`config.mk`:
```
export PLATFORM = sky130hd
export DESIGN_NAME = hazard_scoreboard
export DESIGN_NICKNAME = d
export VERILOG_FILES = /design/src/rtl/hazard_scoreboard.sv
export SDC_FILE = /design/constraint.sdc
export NUM_CORES = 1
export LEC_CHECK = 0
export CORE_MARGIN = 3
export CORE_UTILIZATION = 45
export DETAILED_ROUTE_END_ITERATION = 12
export PLACE_DENSITY = 0.74
export SLEW_MARGIN = 10
export SYNTH_ARGS = -nofsm -noshare
export SYNTH_HDL_FRONTEND = slang
export SYNTH_SLANG_ARGS = --single-unit
```
`constraint.sdc`:
```
create_clock -name clk -period 4.5 [get_ports clk]
set_input_delay 0.9 -clock clk [delete_from_list [all_inputs] [get_ports clk]]
set_output_delay 0.9 -clock clk [all_outputs]
set_load 0.01 [all_outputs]
```
`src/rtl/hazard_scoreboard.sv`:
```
// rtl/hazard_scoreboard.sv - register scoreboard for long-latency execution channels
// Tracks each channel's pending destination and flags RAW/WAW/structural hazards for ID.
module hazard_scoreboard #(
   parameter int NUM_REGS = 32,
   parameter int REG_W    = 5,
   parameter int NUM_CH   = 3,
   parameter int HAS_X0   = 1,
   parameter int CNT_W    = 32
) (
   input  logic                    clk,
   input  logic                    reset,
   input  logic                    flush,
   input  logic [NUM_CH-1:0]       ch_issue,
   input  logic [NUM_CH*REG_W-1:0] ch_issue_rd,
   input  logic [NUM_CH-1:0]       ch_done,
   input  logic [3*REG_W-1:0]      id_rs,
   input  logic [2:0]              id_rs_valid,
   input  logic [REG_W-1:0]        id_rd,
   input  logic                    id_rd_valid,
   input  logic [NUM_CH-1:0]       id_ch_req,
   output logic                    raw_hazard,
   output logic                    waw_hazard,
   output logic                    struct_hazard,
   output logic                    stall,
   output logic [NUM_CH-1:0]       ch_busy,
   output logic [NUM_REGS-1:0]     pend_mask,
   output logic                    err,
   output logic [CNT_W-1:0]        stall_count
);

   typedef enum logic [1:0] {
      CH_IDLE  = 2'd0,
      CH_BUSY  = 2'd1,
      CH_DRAIN = 2'd2
   } ch_state_e;

   ch_state_e        state_q [NUM_CH];
   ch_state_e        state_d [NUM_CH];
   logic [REG_W-1:0] rd_q    [NUM_CH];
   logic [REG_W-1:0] rd_d    [NUM_CH];
   logic             err_q, err_d;
   logic [CNT_W-1:0] stall_count_q, stall_count_d;

   logic [NUM_CH-1:0]   ch_live;
   logic [NUM_REGS-1:0] pend_w;
   logic                raw_w, waw_w, struct_w, stall_w;

   // An index can be pending only if it is in range and not the hardwired zero.
   function automatic logic trackable(input logic [REG_W-1:0] idx);
      logic t;
      t = 1'b0;
      for (int r = 0; r < NUM_REGS; r++) begin
         if (idx == REG_W'(r) && !(HAS_X0 != 0 && r == 0)) t = 1'b1;
      end
      return t;
   endfunction

   function automatic logic is_pend(input logic [REG_W-1:0] idx,
                                    input logic [NUM_REGS-1:0] mask);
      logic p;
      p = 1'b0;
      for (int r = 0; r < NUM_REGS; r++) begin
         if (idx == REG_W'(r) && mask[r]) p = 1'b1;
      end
      return p;
   endfunction

   always_comb begin
      ch_live = '0;
      pend_w  = '0;
      for (int c = 0; c < NUM_CH; c++) begin
         ch_live[c] = (state_q[c] != CH_IDLE) && trackable(rd_q[c]);
         for (int r = 0; r < NUM_REGS; r++) begin
            if (ch_live[c] && rd_q[c] == REG_W'(r)) pend_w[r] = 1'b1;
         end
      end
   end

   // Hazards depend only on registered state and ID inputs.
   always_comb begin
      raw_w = 1'b0;
      for (int i = 0; i < 3; i++) begin
         if (id_rs_valid[i] && is_pend(id_rs[i*REG_W +: REG_W], pend_w)) raw_w = 1'b1;
      end
      waw_w    = id_rd_valid && is_pend(id_rd, pend_w);
      struct_w = 1'b0;
      for (int c = 0; c < NUM_CH; c++) begin
         if (id_ch_req[c] && state_q[c] != CH_IDLE) struct_w = 1'b1;
      end
      stall_w = raw_w | waw_w | struct_w;
   end

   always_comb begin
      logic [REG_W-1:0] issue_rd;
      logic             dup;
      issue_rd = '0;
      dup      = 1'b0;
      err_d    = err_q;
      for (int c = 0; c < NUM_CH; c++) begin
         state_d[c] = state_q[c];
         rd_d[c]    = rd_q[c];
         issue_rd   = ch_issue_rd[c*REG_W +: REG_W];
         dup        = 1'b0;
         for (int k = 0; k < NUM_CH; k++) begin
            if (k != c && ch_live[k] && rd_q[k] == issue_rd) dup = 1'b1;
         end
         if (flush) begin
            state_d[c] = CH_IDLE;
         end else begin
            case (state_q[c])
               CH_IDLE: begin
                  if (ch_issue[c]) begin
                     state_d[c] = CH_BUSY;
                     rd_d[c]    = issue_rd;
                     if (dup) err_d = 1'b1;
                  end
                  if (ch_done[c]) err_d = 1'b1;
               end
               CH_BUSY: begin
                  if (ch_done[c]) state_d[c] = CH_DRAIN;
                  if (ch_issue[c]) err_d = 1'b1;
               end
               CH_DRAIN: begin
                  state_d[c] = CH_IDLE;
                  if (ch_issue[c]) begin
                     state_d[c] = CH_BUSY;
                     rd_d[c]    = issue_rd;
                     if (dup) err_d = 1'b1;
                  end
                  if (ch_done[c]) err_d = 1'b1;
               end
               default: state_d[c] = CH_IDLE;
            endcase
         end
      end
      stall_count_d = stall_count_q;
      if (stall_w && stall_count_q != {CNT_W{1'b1}}) stall_count_d = stall_count_q + CNT_W'(1);
   end

   always_ff @(posedge clk or posedge reset) begin
      if (reset) begin
         for (int c = 0; c < NUM_CH; c++) begin
            state_q[c] <= CH_IDLE;
            rd_q[c]    <= '0;
         end
         err_q         <= 1'b0;
         stall_count_q <= '0;
      end else begin
         for (int c = 0; c < NUM_CH; c++) begin
            state_q[c] <= state_d[c];
            rd_q[c]    <= rd_d[c];
         end
         err_q         <= err_d;
         stall_count_q <= stall_count_d;
      end
   end

   always_comb begin
      ch_busy = '0;
      for (int c = 0; c < NUM_CH; c++) ch_busy[c] = (state_q[c] != CH_IDLE);
   end

   assign raw_hazard    = raw_w;
   assign waw_hazard    = waw_w;
   assign struct_hazard = struct_w;
   assign stall         = stall_w;
   assign pend_mask     = pend_w;
   assign err           = err_q;
   assign stall_count   = stall_count_q;

endmodule
```
==> results.json <==
{
  "synth_top_area_cell": "dfrtp_1",
  "required_ns": 3.60,
  "fin_crit_sh_pct": 99.0,
  "final_cell_mix": "clkdlybuf4s50_1, buf_4, nand3_1",
  "cts_tree": "done",
  "power.switching_uw": 782,
  "r2r_slack_ns": 0.66,
  "grtUsageTotal_pct": 34.9,
  "fin_skew_ns": 0.00503,
  "met3_length_um": 2340,
  "grt_max_degree": 55,
  "worstPathArrival_ns": 3.55,
  "die_w_um": 115,
  "core_um2": 11500,
  "hold_viol": 0,
  "dp_hpwl_um": 18000,
  "clk_path_buf_depth": 2,
  "slew_viol_final": 0,
  "ys_ff_latch": 54,
  "hold_buffers": 0,
  "worst_pin_slew_ns": 1.09,
  "cts_made_buffers": 5,
  "wl_per_cell_um": 23.2,
  "critPathKind": "reg2out",
  "root_buffer": "clkbuf_16",
  "drtIter0Drc": 712,
  "drcViolationCount": 0,
  "ios": 123,
  "n_antenna_cell": 0,
  "clock_power_share_pct": 20.2,
  "synth_nets": 741,
  "grt_pass1_vias": 6409,
  "critPathMaxFanout": 9,
  "synthCells": 689,
  "ys.flop_type": "dfrtp_1",
  "synth_edf_count": 0,
  "initial_utilization_pct": 46.6,
  "die_h_um": 115,
  "max_slew_margin_pct": 27.2,
  "p_leak_uw": 0.00320,
  "rows": 39,
  "seqPwrFrac_pct": 34.6,
  "synth-xor-area-share_pct": 9.79,
  "synth_top_family_by_area": "simple AND/OR/NAND/NOR gates",
  "grt_pass1_wl_um": 36100,
  "h-tree-depth": 2,
  "clk_latency_ns": 0.30,
  "yosysWarnings": 0,
  "fmax_mhz": 225,
  "setup_viol": 0,
  "finalNetCount": 933,
  "yosys-top-cells-area": "dfrtp_1, xnor2_1, nand3_1",
  "synth_mux_area_share_pct": 6.46,
  "min_path_type": "reg2reg",
  "synth_compound_area_share_pct": 18.7,
  "drt_pass1_iterations": 7,
  "wl_met1_um": 9160,
  "syn_area_um2": 5370,
  "syn_area_per_cell_um2": 7.79,
  "grt_overflow": 0,
  "wirelength_um": 23800,
  "via_per_inst": 6.54,
  "async_flop_share_pct": 100,
  "power_frac_comb_pct": 45.2,
  "place_congestion": 1.02,
  "finalInstanceArea_um2": 7680,
  "maxCapViolCount": 0,
  "cp-start-kind": "flip-flop",
  "ys_seq_area_share_pct": 25.2,
  "wl_met2_um": 11100,
  "ir_drop_uv": 454,
  "period_needed_ns": 4.45,
  "synth-simple-area-share_pct": 33.4,
  "area_delta_synth_final_pct": 43.1,
  "ys_types": 75,
  "powerDensity_nw_per_um2": 261,
  "cts.sinks": 54,
  "vias": 6703,
  "dieArea_um2": 13300,
  "drive_gt1_share_pct": 21.0,
  "highest_layer": "met4",
  "final_util_pct": 66.7,
  "nFillCells": 907,
  "outcome": "finished clean",
  "antenna_found_initial": 0,
  "synthAdderAreaFrac_pct": 0.233,
  "ant_nets": 0,
  "intPower_uw": 1220,
  "crit_path_end_kind": "output port",
  "synth_top_area_share_pct": 25.2,
  "switching_share_pct": 39.0,
  "fin_tns_setup_ns": 0,
  "clk_pin_slew_ns": 0.07,
  "place_area_um2": 7260,
  "io_buffers": 121
}
## critical path, cell delays in order, from the launching register on
cell and delay (ns):
dfrtp_1 0.46, buf_4 0.21, nand2b_1 0.21, nor4_1 0.61
nor4_1 0.09, a2111oi_0 0.44, o221ai_1 0.23, a32oi_2 0.30
buf_4 0.17, clkdlybuf4s50_1 0.52
## cell families (layout without fill, tap and decap cells)
| group | after synthesis | after routing |
|---|---|---|
| AND/OR/NAND/NOR | 330 | 330 |
| AO/OA/AOI/OAI | 135 | 135 |
| buffers and inverters | 76 | 269 |
| XOR/XNOR | 60 | 60 |
| flip-flops | 54 | 54 |
| multiplexers | 32 | 32 |
| adder cells (fa/ha/maj) | 1 | 1 |
| other | 1 | 1 |
## layout make-up
| class | count | area (µm²) | share of cell area [%] |
|---|---|---|---|
| multi-input combinational | 559 | 3770 | 49.1 |
| timing repair buffer | 237 | 2110 | 27.5 |
| sequential | 54 | 1370 | 17.8 |
| tap | 143 | 179 | 2.33 |
| clock buffer | 6 | 139 | 1.81 |
| inverter | 23 | 93.8 | 1.22 |
| clock inverter | 2 | 16.3 | 0.212 |
| timing repair inverter | 1 | 7.51 | 0.0977 |
## layer usage
metal,GRT usage (%),vias to the layer above
met3,4.26,97
met5,0,-
li1,-,2966
met1,45.8,3140
met4,14.4,0
met2,58.0,500
## power by group through the flow
stage               logic [µW]  clock network (µW)  registers [µW]
finish                     905                 405             692
global placement           822                   0             676
global route               961                 428             700
floorplan                  481                   0             624
CTS                        868                 409             681
detailed placement         839                   0             685
## sequential cells by signal, summed over array words and instances, names as in the netlist
| signal | cells |
|---|---|
| stall_count | 32 |
| rd_q | 15 |
| state_q | 6 |
| err | 1 |
## cells in the mapped netlist (4+ instances only)
library cell  number
nand2b_1           9
nor2_1            46
a211oi_1           5
nand2_1           53
o221ai_1           5
dfrtp_1           54
clkbuf_1          26
nor2b_1           13
a22o_1             4
mux2_2            17
nor3_1            30
nor4_1            14
nand3_1           63
mux2i_1           14
o2111ai_1          8
xor2_1            15
a21oi_1           19
o211ai_1           6
nand3b_1           8
buf_2             22
nor4bb_1           4
xnor2_1           45
o22ai_1           11
o31ai_1            7
nand4_1           27
nor3b_1            9
inv_1             23
a32oi_1            4
a22oi_1            4
a31oi_1            9
and3_1            20
o21ai_0           11
or3b_2             6
or3_1              7
## per-stage QoR
| stage | power, µW | worst slack, ns | std cells | hold WS (ns) |
|---|---|---|---|---|
| after floorplan | 1100 | 0.974 | 689 | 0.519 |
| after global routing | 2090 | -0.0577 | 1025 | 0.526 |
| after CTS | 1960 | 0.00629 | 1016 | 0.501 |
| final | 2000 | 0.0465 | 1025 | 0.499 |
| after detailed placement | 1520 | -0.250 | 997 | 0.487 |
| after global placement | 1500 | -0.255 | 997 | 0.479 |
## what timing repair did
action	in CTS	in global routing
gates cloned	0	1
setup buffers	11	8
setup endpoints to repair	2	3
gates resized for setup	14	21
pin swaps	4	5
## path summary, 6_finish.rpt
check | cells after the start | start | end
setup / recovery | 9 | rd_q[5]$_DFFE_PP0P_ | waw_hazard
hold / removal | 1 | stall_count[9]$_DFFE_PP0P_ | stall_count[9]$_DFFE_PP0P_
setup reg to reg | 14 | rd_q[3]$_DFFE_PP0P_ | stall_count[14]$_DFFE_PP0P_
hold reg to reg | 1 | stall_count[9]$_DFFE_PP0P_ | stall_count[9]$_DFFE_PP0P_
max in group asynchronous | 2 | reset | rd_q[14]$_DFFE_PP0P_
min in group asynchronous | 2 | reset | stall_count[4]$_DFFE_PP0P_
(Power assumes the default switching activity.)
